===== src/rtl/soc_bus_pkg.sv =====
// Shared definitions for the SoC Wishbone bus masters: bus widths, the
// default timeout error word and the bridge FSM state type.
package soc_bus_pkg;

    localparam int WB_ADR_W = 32;
    localparam int WB_DAT_W = 32;
    localparam int WB_SEL_W = 4;

    localparam logic [WB_DAT_W-1:0] ERR_DATA_DEFAULT = 32'hDEAD_BEEF;

    typedef enum logic [1:0] {
        ST_IDLE  = 2'd0,
        ST_BUS   = 2'd1,
        ST_DRAIN = 2'd2
    } bridge_state_t;

endpackage


===== src/rtl/wb_timeout_ctr.sv =====
// Saturating cycle counter with synchronous clear and enable; o_tc flags
// that the count sits at LIMIT.
module wb_timeout_ctr #(
    parameter int unsigned WIDTH = 8,
    parameter int unsigned LIMIT = 15
) (
    input  logic clk_i,
    input  logic rst_n_i,
    input  logic i_clr,
    input  logic i_en,
    output logic o_tc
);

    localparam logic [WIDTH-1:0] LIMIT_V = WIDTH'(LIMIT);

    logic [WIDTH-1:0] r_count;

    always_ff @(posedge clk_i or negedge rst_n_i) begin
        if (!rst_n_i) begin
            r_count <= '0;
        end else if (i_clr) begin
            r_count <= '0;
        end else if (i_en && (r_count != LIMIT_V)) begin
            r_count <= r_count + WIDTH'(1);
        end
    end

    assign o_tc = (r_count == LIMIT_V);

endmodule


===== src/rtl/cpu_wb_bridge.sv =====
// CPU valid/ready port to single-outstanding Wishbone B4 classic master,
// with ACK timeout and a post-cycle window that swallows trailing ACKs.
module cpu_wb_bridge
    import soc_bus_pkg::*;
#(
    parameter int unsigned          TIMEOUT      = 16,
    parameter int unsigned          DRAIN_CYCLES = 2,
    parameter logic [WB_DAT_W-1:0]  ERR_DATA     = ERR_DATA_DEFAULT
) (
    input  logic                 clk_i,
    input  logic                 rst_n_i,
    input  logic                 mem_valid,
    input  logic [WB_ADR_W-1:0]  mem_addr,
    input  logic [WB_DAT_W-1:0]  mem_wdata,
    input  logic [WB_SEL_W-1:0]  mem_wstrb,
    output logic                 mem_ready,
    output logic [WB_DAT_W-1:0]  mem_rdata,
    output logic                 mem_err,
    output logic                 wbm_cyc_o,
    output logic                 wbm_stb_o,
    output logic                 wbm_we_o,
    output logic [WB_SEL_W-1:0]  wbm_sel_o,
    output logic [WB_ADR_W-1:0]  wbm_adr_o,
    output logic [WB_DAT_W-1:0]  wbm_dat_o,
    input  logic [WB_DAT_W-1:0]  wbm_dat_i,
    input  logic                 wbm_ack_i
);

    localparam logic [2:0] DRAIN_LOAD =
        (DRAIN_CYCLES == 0) ? 3'd0 : 3'(DRAIN_CYCLES - 1);

    bridge_state_t r_state, w_next_state;

    logic                r_cyc, r_stb, r_we, r_mem_ready, r_mem_err;
    logic [WB_SEL_W-1:0] r_sel;
    logic [WB_ADR_W-1:0] r_adr;
    logic [WB_DAT_W-1:0] r_dat_o, r_rdata;
    logic [2:0]          r_drain_cnt;

    logic w_accept, w_done_ack, w_done_to, w_tc;

    // Terminal count is raised during the TIMEOUT-th cycle of CYC.
    wb_timeout_ctr #(
        .WIDTH (8),
        .LIMIT (TIMEOUT - 1)
    ) u_timeout_ctr (
        .clk_i   (clk_i),
        .rst_n_i (rst_n_i),
        .i_clr   (r_state != ST_BUS),
        .i_en    ((r_state == ST_BUS) && !wbm_ack_i),
        .o_tc    (w_tc)
    );

    always_ff @(posedge clk_i or negedge rst_n_i) begin
        if (!rst_n_i) begin
            r_state <= ST_IDLE;
        end else begin
            r_state <= w_next_state;
        end
    end

    // The CPU still holds mem_valid during its mem_ready cycle; ignore it then.
    always_comb begin
        w_next_state = r_state;
        w_accept     = 1'b0;
        w_done_ack   = 1'b0;
        w_done_to    = 1'b0;
        case (r_state)
            ST_IDLE: begin
                if (mem_valid && !r_mem_ready) begin
                    w_accept     = 1'b1;
                    w_next_state = ST_BUS;
                end
            end
            ST_BUS: begin
                if (wbm_ack_i) begin
                    w_done_ack   = 1'b1;
                    w_next_state = (DRAIN_CYCLES == 0) ? ST_IDLE : ST_DRAIN;
                end else if (w_tc) begin
                    w_done_to    = 1'b1;
                    w_next_state = (DRAIN_CYCLES == 0) ? ST_IDLE : ST_DRAIN;
                end
            end
            ST_DRAIN: begin
                if (r_drain_cnt == 3'd0) begin
                    w_next_state = ST_IDLE;
                end
            end
            default: w_next_state = ST_IDLE;
        endcase
    end

    always_ff @(posedge clk_i or negedge rst_n_i) begin
        if (!rst_n_i) begin
            r_cyc       <= 1'b0;
            r_stb       <= 1'b0;
            r_we        <= 1'b0;
            r_sel       <= '0;
            r_adr       <= '0;
            r_dat_o     <= '0;
            r_rdata     <= '0;
            r_mem_ready <= 1'b0;
            r_mem_err   <= 1'b0;
            r_drain_cnt <= 3'd0;
        end else begin
            r_mem_ready <= w_done_ack | w_done_to;
            r_mem_err   <= w_done_to;
            if (w_accept) begin
                r_cyc   <= 1'b1;
                r_stb   <= 1'b1;
                r_adr   <= mem_addr;
                r_dat_o <= mem_wdata;
                r_we    <= (mem_wstrb != '0);
                r_sel   <= (mem_wstrb != '0) ? mem_wstrb : {WB_SEL_W{1'b1}};
            end
            if (w_done_ack) begin
                r_cyc   <= 1'b0;
                r_stb   <= 1'b0;
                r_rdata <= wbm_dat_i;
            end
            if (w_done_to) begin
                r_cyc   <= 1'b0;
                r_stb   <= 1'b0;
                r_rdata <= ERR_DATA;
            end
            if (w_done_ack || w_done_to) begin
                r_drain_cnt <= DRAIN_LOAD;
            end else if ((r_state == ST_DRAIN) && (r_drain_cnt != 3'd0)) begin
                r_drain_cnt <= r_drain_cnt - 3'd1;
            end
        end
    end

    assign mem_ready = r_mem_ready;
    assign mem_rdata = r_rdata;
    assign mem_err   = r_mem_err;
    assign wbm_cyc_o = r_cyc;
    assign wbm_stb_o = r_stb;
    assign wbm_we_o  = r_we;
    assign wbm_sel_o = r_sel;
    assign wbm_adr_o = r_adr;
    assign wbm_dat_o = r_dat_o;

endmodule

===== config.mk =====
export PLATFORM = sky130hd
export DESIGN_NAME = cpu_wb_bridge
export DESIGN_NICKNAME = d
export VERILOG_FILES = /design/src/rtl/soc_bus_pkg.sv /design/src/rtl/wb_timeout_ctr.sv /design/src/rtl/cpu_wb_bridge.sv
export SDC_FILE = /design/constraint.sdc
export NUM_CORES = 1
export LEC_CHECK = 0
export BUFFER_PORTS_ARGS = -buffer_cell sky130_fd_sc_hd__buf_2
export CELL_PAD_IN_SITES_DETAIL_PLACEMENT = 1
export CELL_PAD_IN_SITES_GLOBAL_PLACEMENT = 2
export CORE_MARGIN = 10
export CORE_UTILIZATION = 31
export DETAILED_ROUTE_END_ITERATION = 16
export GPL_TIMING_DRIVEN = 1
export HOLD_SLACK_MARGIN = 0.08
export PLACE_DENSITY_LB_ADDON = 0.12
export REMOVE_ABC_BUFFERS = 1
export SYNTH_ARGS = -nofsm -noshare
export SYNTH_HDL_FRONTEND = slang
export SYNTH_SLANG_ARGS = --single-unit

===== constraint.sdc =====
create_clock -name clk_i -period 4.37 [get_ports clk_i]
set_input_delay 0.2185 -clock clk_i [delete_from_list [all_inputs] [get_ports clk_i]]
set_output_delay 0.2185 -clock clk_i [all_outputs]
set_load 0.01 [all_outputs]

==> results.json <==
{
  "maxCapViolCount": 0,
  "critical_path_class": "flip-flop to flip-flop",
  "place_ws_ns": 2.208,
  "final_max_slew_viol_count": 0,
  "cts_inserted_buffers": 17,
  "antenna_found_initial": 1,
  "holdPathEnd": "mem_rdata[16]$_DFFE_PN0P_",
  "clockBufferDepth": 2,
  "required_ns": 4.66,
  "synth-edff-count": 0,
  "gr-total-overflow": 0,
  "yosys.cell_count.top_type": "dfrtp_1",
  "async_flop_share": 1.000,
  "rr_startpoint": "r_state[1]$_DFFE_PN0P_",
  "synthesis.area_um2": 4793,
  "clk_pin_slew_ns": 0.05,
  "cp_top_family": "buffers and inverters",
  "relSlewSlack": 0.2898,
  "fill_cells": 1659,
  "cts_root_buf": "clkbuf_16",
  "coreArea_um2": 15200,
  "diodes": 0,
  "grtUsageTotal": 0.1578,
  "end_kind": "flip-flop",
  "hold_path_class": "input port to flip-flop",
  "layout-drive-gt1-share": 0.4055,
  "leakagePower_nw": 3.599,
  "critPathLaunchType": "flip-flop",
  "grt_max_degree": 75,
  "post-route-period-util": 0.5017,
  "worstSkewPairLatency_ns": 0.41,
  "crit_buf_inv": 1,
  "reg2reg_depth": 3,
  "ys_seq_area_frac": 0.6108,
  "via_per_inst": 4.743,
  "grt_pass1_wl_mm": 25.48,
  "yosys_warnings": 0,
  "start_util": 0.3153,
  "power.density_nw_per_um2": 676.5,
  "io_pins": 209,
  "ir_worst_vdd_uv": 268.5,
  "drt_wl_total_mm": 16.47,
  "reg2reg_to": "wbm_dat_o[21]$_DFFE_PN0P_",
  "vias": 4155,
  "grt_pass1_vias": 4562,
  "detailed_place_hpwl_mm": 11.62,
  "synthCells": 383,
  "max_freq_ghz": 0.4561,
  "synth.distinct_cells": 38,
  "hold_viol_final": 0,
  "worst_pin_slew_ns": 1.062,
  "setup_viol": 0,
  "rows": 45,
  "final_nets": 788,
  "hp-start": "wbm_dat_i[16]",
  "skew_ns": 0.008727,
  "ys_seq_elements": 117,
  "finalCriticalPeriod_ns": 2.192,
  "synth_common_cells": "dfrtp_1 (117), mux2_2 (36), a21oi_1 (34), inv_1 (34), mux2_1 (28)",
  "cp_max_fo": 74,
  "die_area_um2": 20840,
  "synthTopCellsByArea": "dfrtp_1 (61%), mux2_2 (8.5%), mux2_1 (6.6%)",
  "rsz0062_at_grt": "false",
  "synth_ff_type": "dfrtp_1",
  "port_buffers": 208,
  "place_congestion": 0.7089,
  "fin_tns_setup_ns": 0,
  "finish.utilization": 0.4873,
  "setup_ws_ns": 2.178,
  "die_y_um": 144.3,
  "ff2ff_setup_slack_ns": 2.18,
  "die_w_um": 144.3,
  "drc": 0,
  "postRouteAntennaNets": 0,
  "drt_iter0_markers": 90,
  "startpoint": "r_state[1]$_DFFE_PN0P_",
  "path_cells": "nor4b_4, buf_4, mux2_2",
  "clock_sink_count": 117,
  "ctsResizeCount": 0,
  "area_delta_synth_final_pct": 54.56,
  "cts_tree": "yes",
  "h-tree-depth": 4,
  "synth_top_area_share": 0.6108,
  "first_pass_iters": 6,
  "cp_slowest_stage_delay_ns": 0.74,
  "avgSynthCellArea_um2": 12.52,
  "critPathSlowestCell": "buf_4",
  "wl_per_cell_um": 18.80,
  "hold_depth": 3,
  "synth_top_area_cell": "dfrtp_1",
  "outcome": "complete, no violations",
  "power_w": 0.005012,
  "cp.arrival_ns": 2.48
}
[timing repair]
action / CTS / global route
buffers inserted: 0 / 0
hold endpoints to repair: 116 / 0
hold buffers: 88 / 0
[worst reg2reg max path: stages, from the launching register on]
cell	delay, ns
dfrtp_1	0.46
nor4b_4	0.36
buf_4	0.74
mux2_2	0.52
[how the worst max path moves through the flow]
| stage | to | cells past startpoint | slack (ns) |
|---|---|---|---|
| finish | wbm_dat_o[21]$_DFFE_PN0P_ | 3 | 2.18 |
| global route | wbm_dat_o[21]$_DFFE_PN0P_ | 3 | 2.07 |
| CTS | wbm_dat_o[16]$_DFFE_PN0P_ | 3 | 2.18 |
| detailed placement | wbm_adr_o[1]$_DFFE_PN0P_ | 3 | 2.21 |
| global placement | wbm_dat_o[22]$_DFFE_PN0P_ | 3 | 2.27 |
| floorplan | wbm_adr_o[0]$_DFFE_PN0P_ | 2 | 0.92 |
[report_power, final]
group          switching [W]  internal [W]  total [W]
Sequential          0.000284       0.00156    0.00185
Clock               0.000452      0.000841    0.00129
Combinational       0.000994      0.000877    0.00187
[flip-flops by register name, summed over array words and instances (netlist names)]
name / flops
mem_err: 1
mem_rdata: 32
mem_ready: 1
r_drain_cnt: 3
r_state: 2
u_timeout_ctr.r_count: 8
wbm_adr_o: 32
wbm_dat_o: 32
wbm_sel_o: 4
wbm_stb_o: 1
wbm_we_o: 1
[layer usage]
| layer | global-route usage | share of wire | vias up |
|---|---|---|---|
| met5 | 0 | 0 | - |
| met2 | 0.2646 | 0.49 | 149 |
| li1 | - | - | 1936 |
| met4 | 0.06330 | 0.022 | 0 |
| met3 | 0.05772 | 0.085 | 24 |
| met1 | 0.1782 | 0.40 | 2046 |
[cell families (layout without fill, tap and decap cells)]
group / count (synthesis) / in the layout / synth area share
DFF: 117 / 117 / 0.6108
and+or+nand+nor: 52 / 52 / 0.06343
muxes: 67 / 67 / 0.1566
adders and majority gates: 3 / 3 / 0.007832
AOI/OAI and AO/OA: 88 / 88 / 0.1083
buffers and inverters: 56 / 361 / 0.05299
[cell type report]
cell class / instances / area [um^2] / share of cell area
clock buffer: 19 / 452.9 / 0.06114
multi-input combinational: 210 / 1618 / 0.2184
inverter: 34 / 127.6 / 0.01723
tap: 188 / 235.2 / 0.03175
sequential: 117 / 2928 / 0.3952
timing repair buffer: 301 / 1962 / 0.2648
clock inverter: 7 / 85.08 / 0.01148
[placed cells by master, fill, tap and decap left out, types with 8 or more instances in the layout]
| cell | synthesis | layout |
|---|---|---|
| dfrtp_1 | 117 | 117 |
| mux2_1 | 28 | 28 |
| nor2_1 | 12 | 12 |
| o22ai_1 | 26 | 26 |
| dlygate4sd3_1 | 0 | 88 |
| o21ai_0 | 11 | 11 |
| a21oi_1 | 34 | 33 |
| inv_1 | 34 | 34 |
| a22oi_1 | 8 | 8 |
| buf_2 | 8 | 207 |
| mux2_2 | 36 | 36 |
| nand2_1 | 11 | 11 |
| clkbuf_16 | 0 | 17 |
[stage by stage]
stage | hold WS (ns) | instances | area (um^2)
6_report | 0.08871 | 876 | 7408
4_1_cts | 0.08168 | 876 | 7408
5_1_grt | 0.09846 | 876 | 7408
3_3_place_gp | 0.1801 | 762 | 5989
2_1_floorplan | -0.07709 | 361 | 4667
3_5_place_dp | 0.1815 | 762 | 5989
Power figures use the tool's default switching activity.
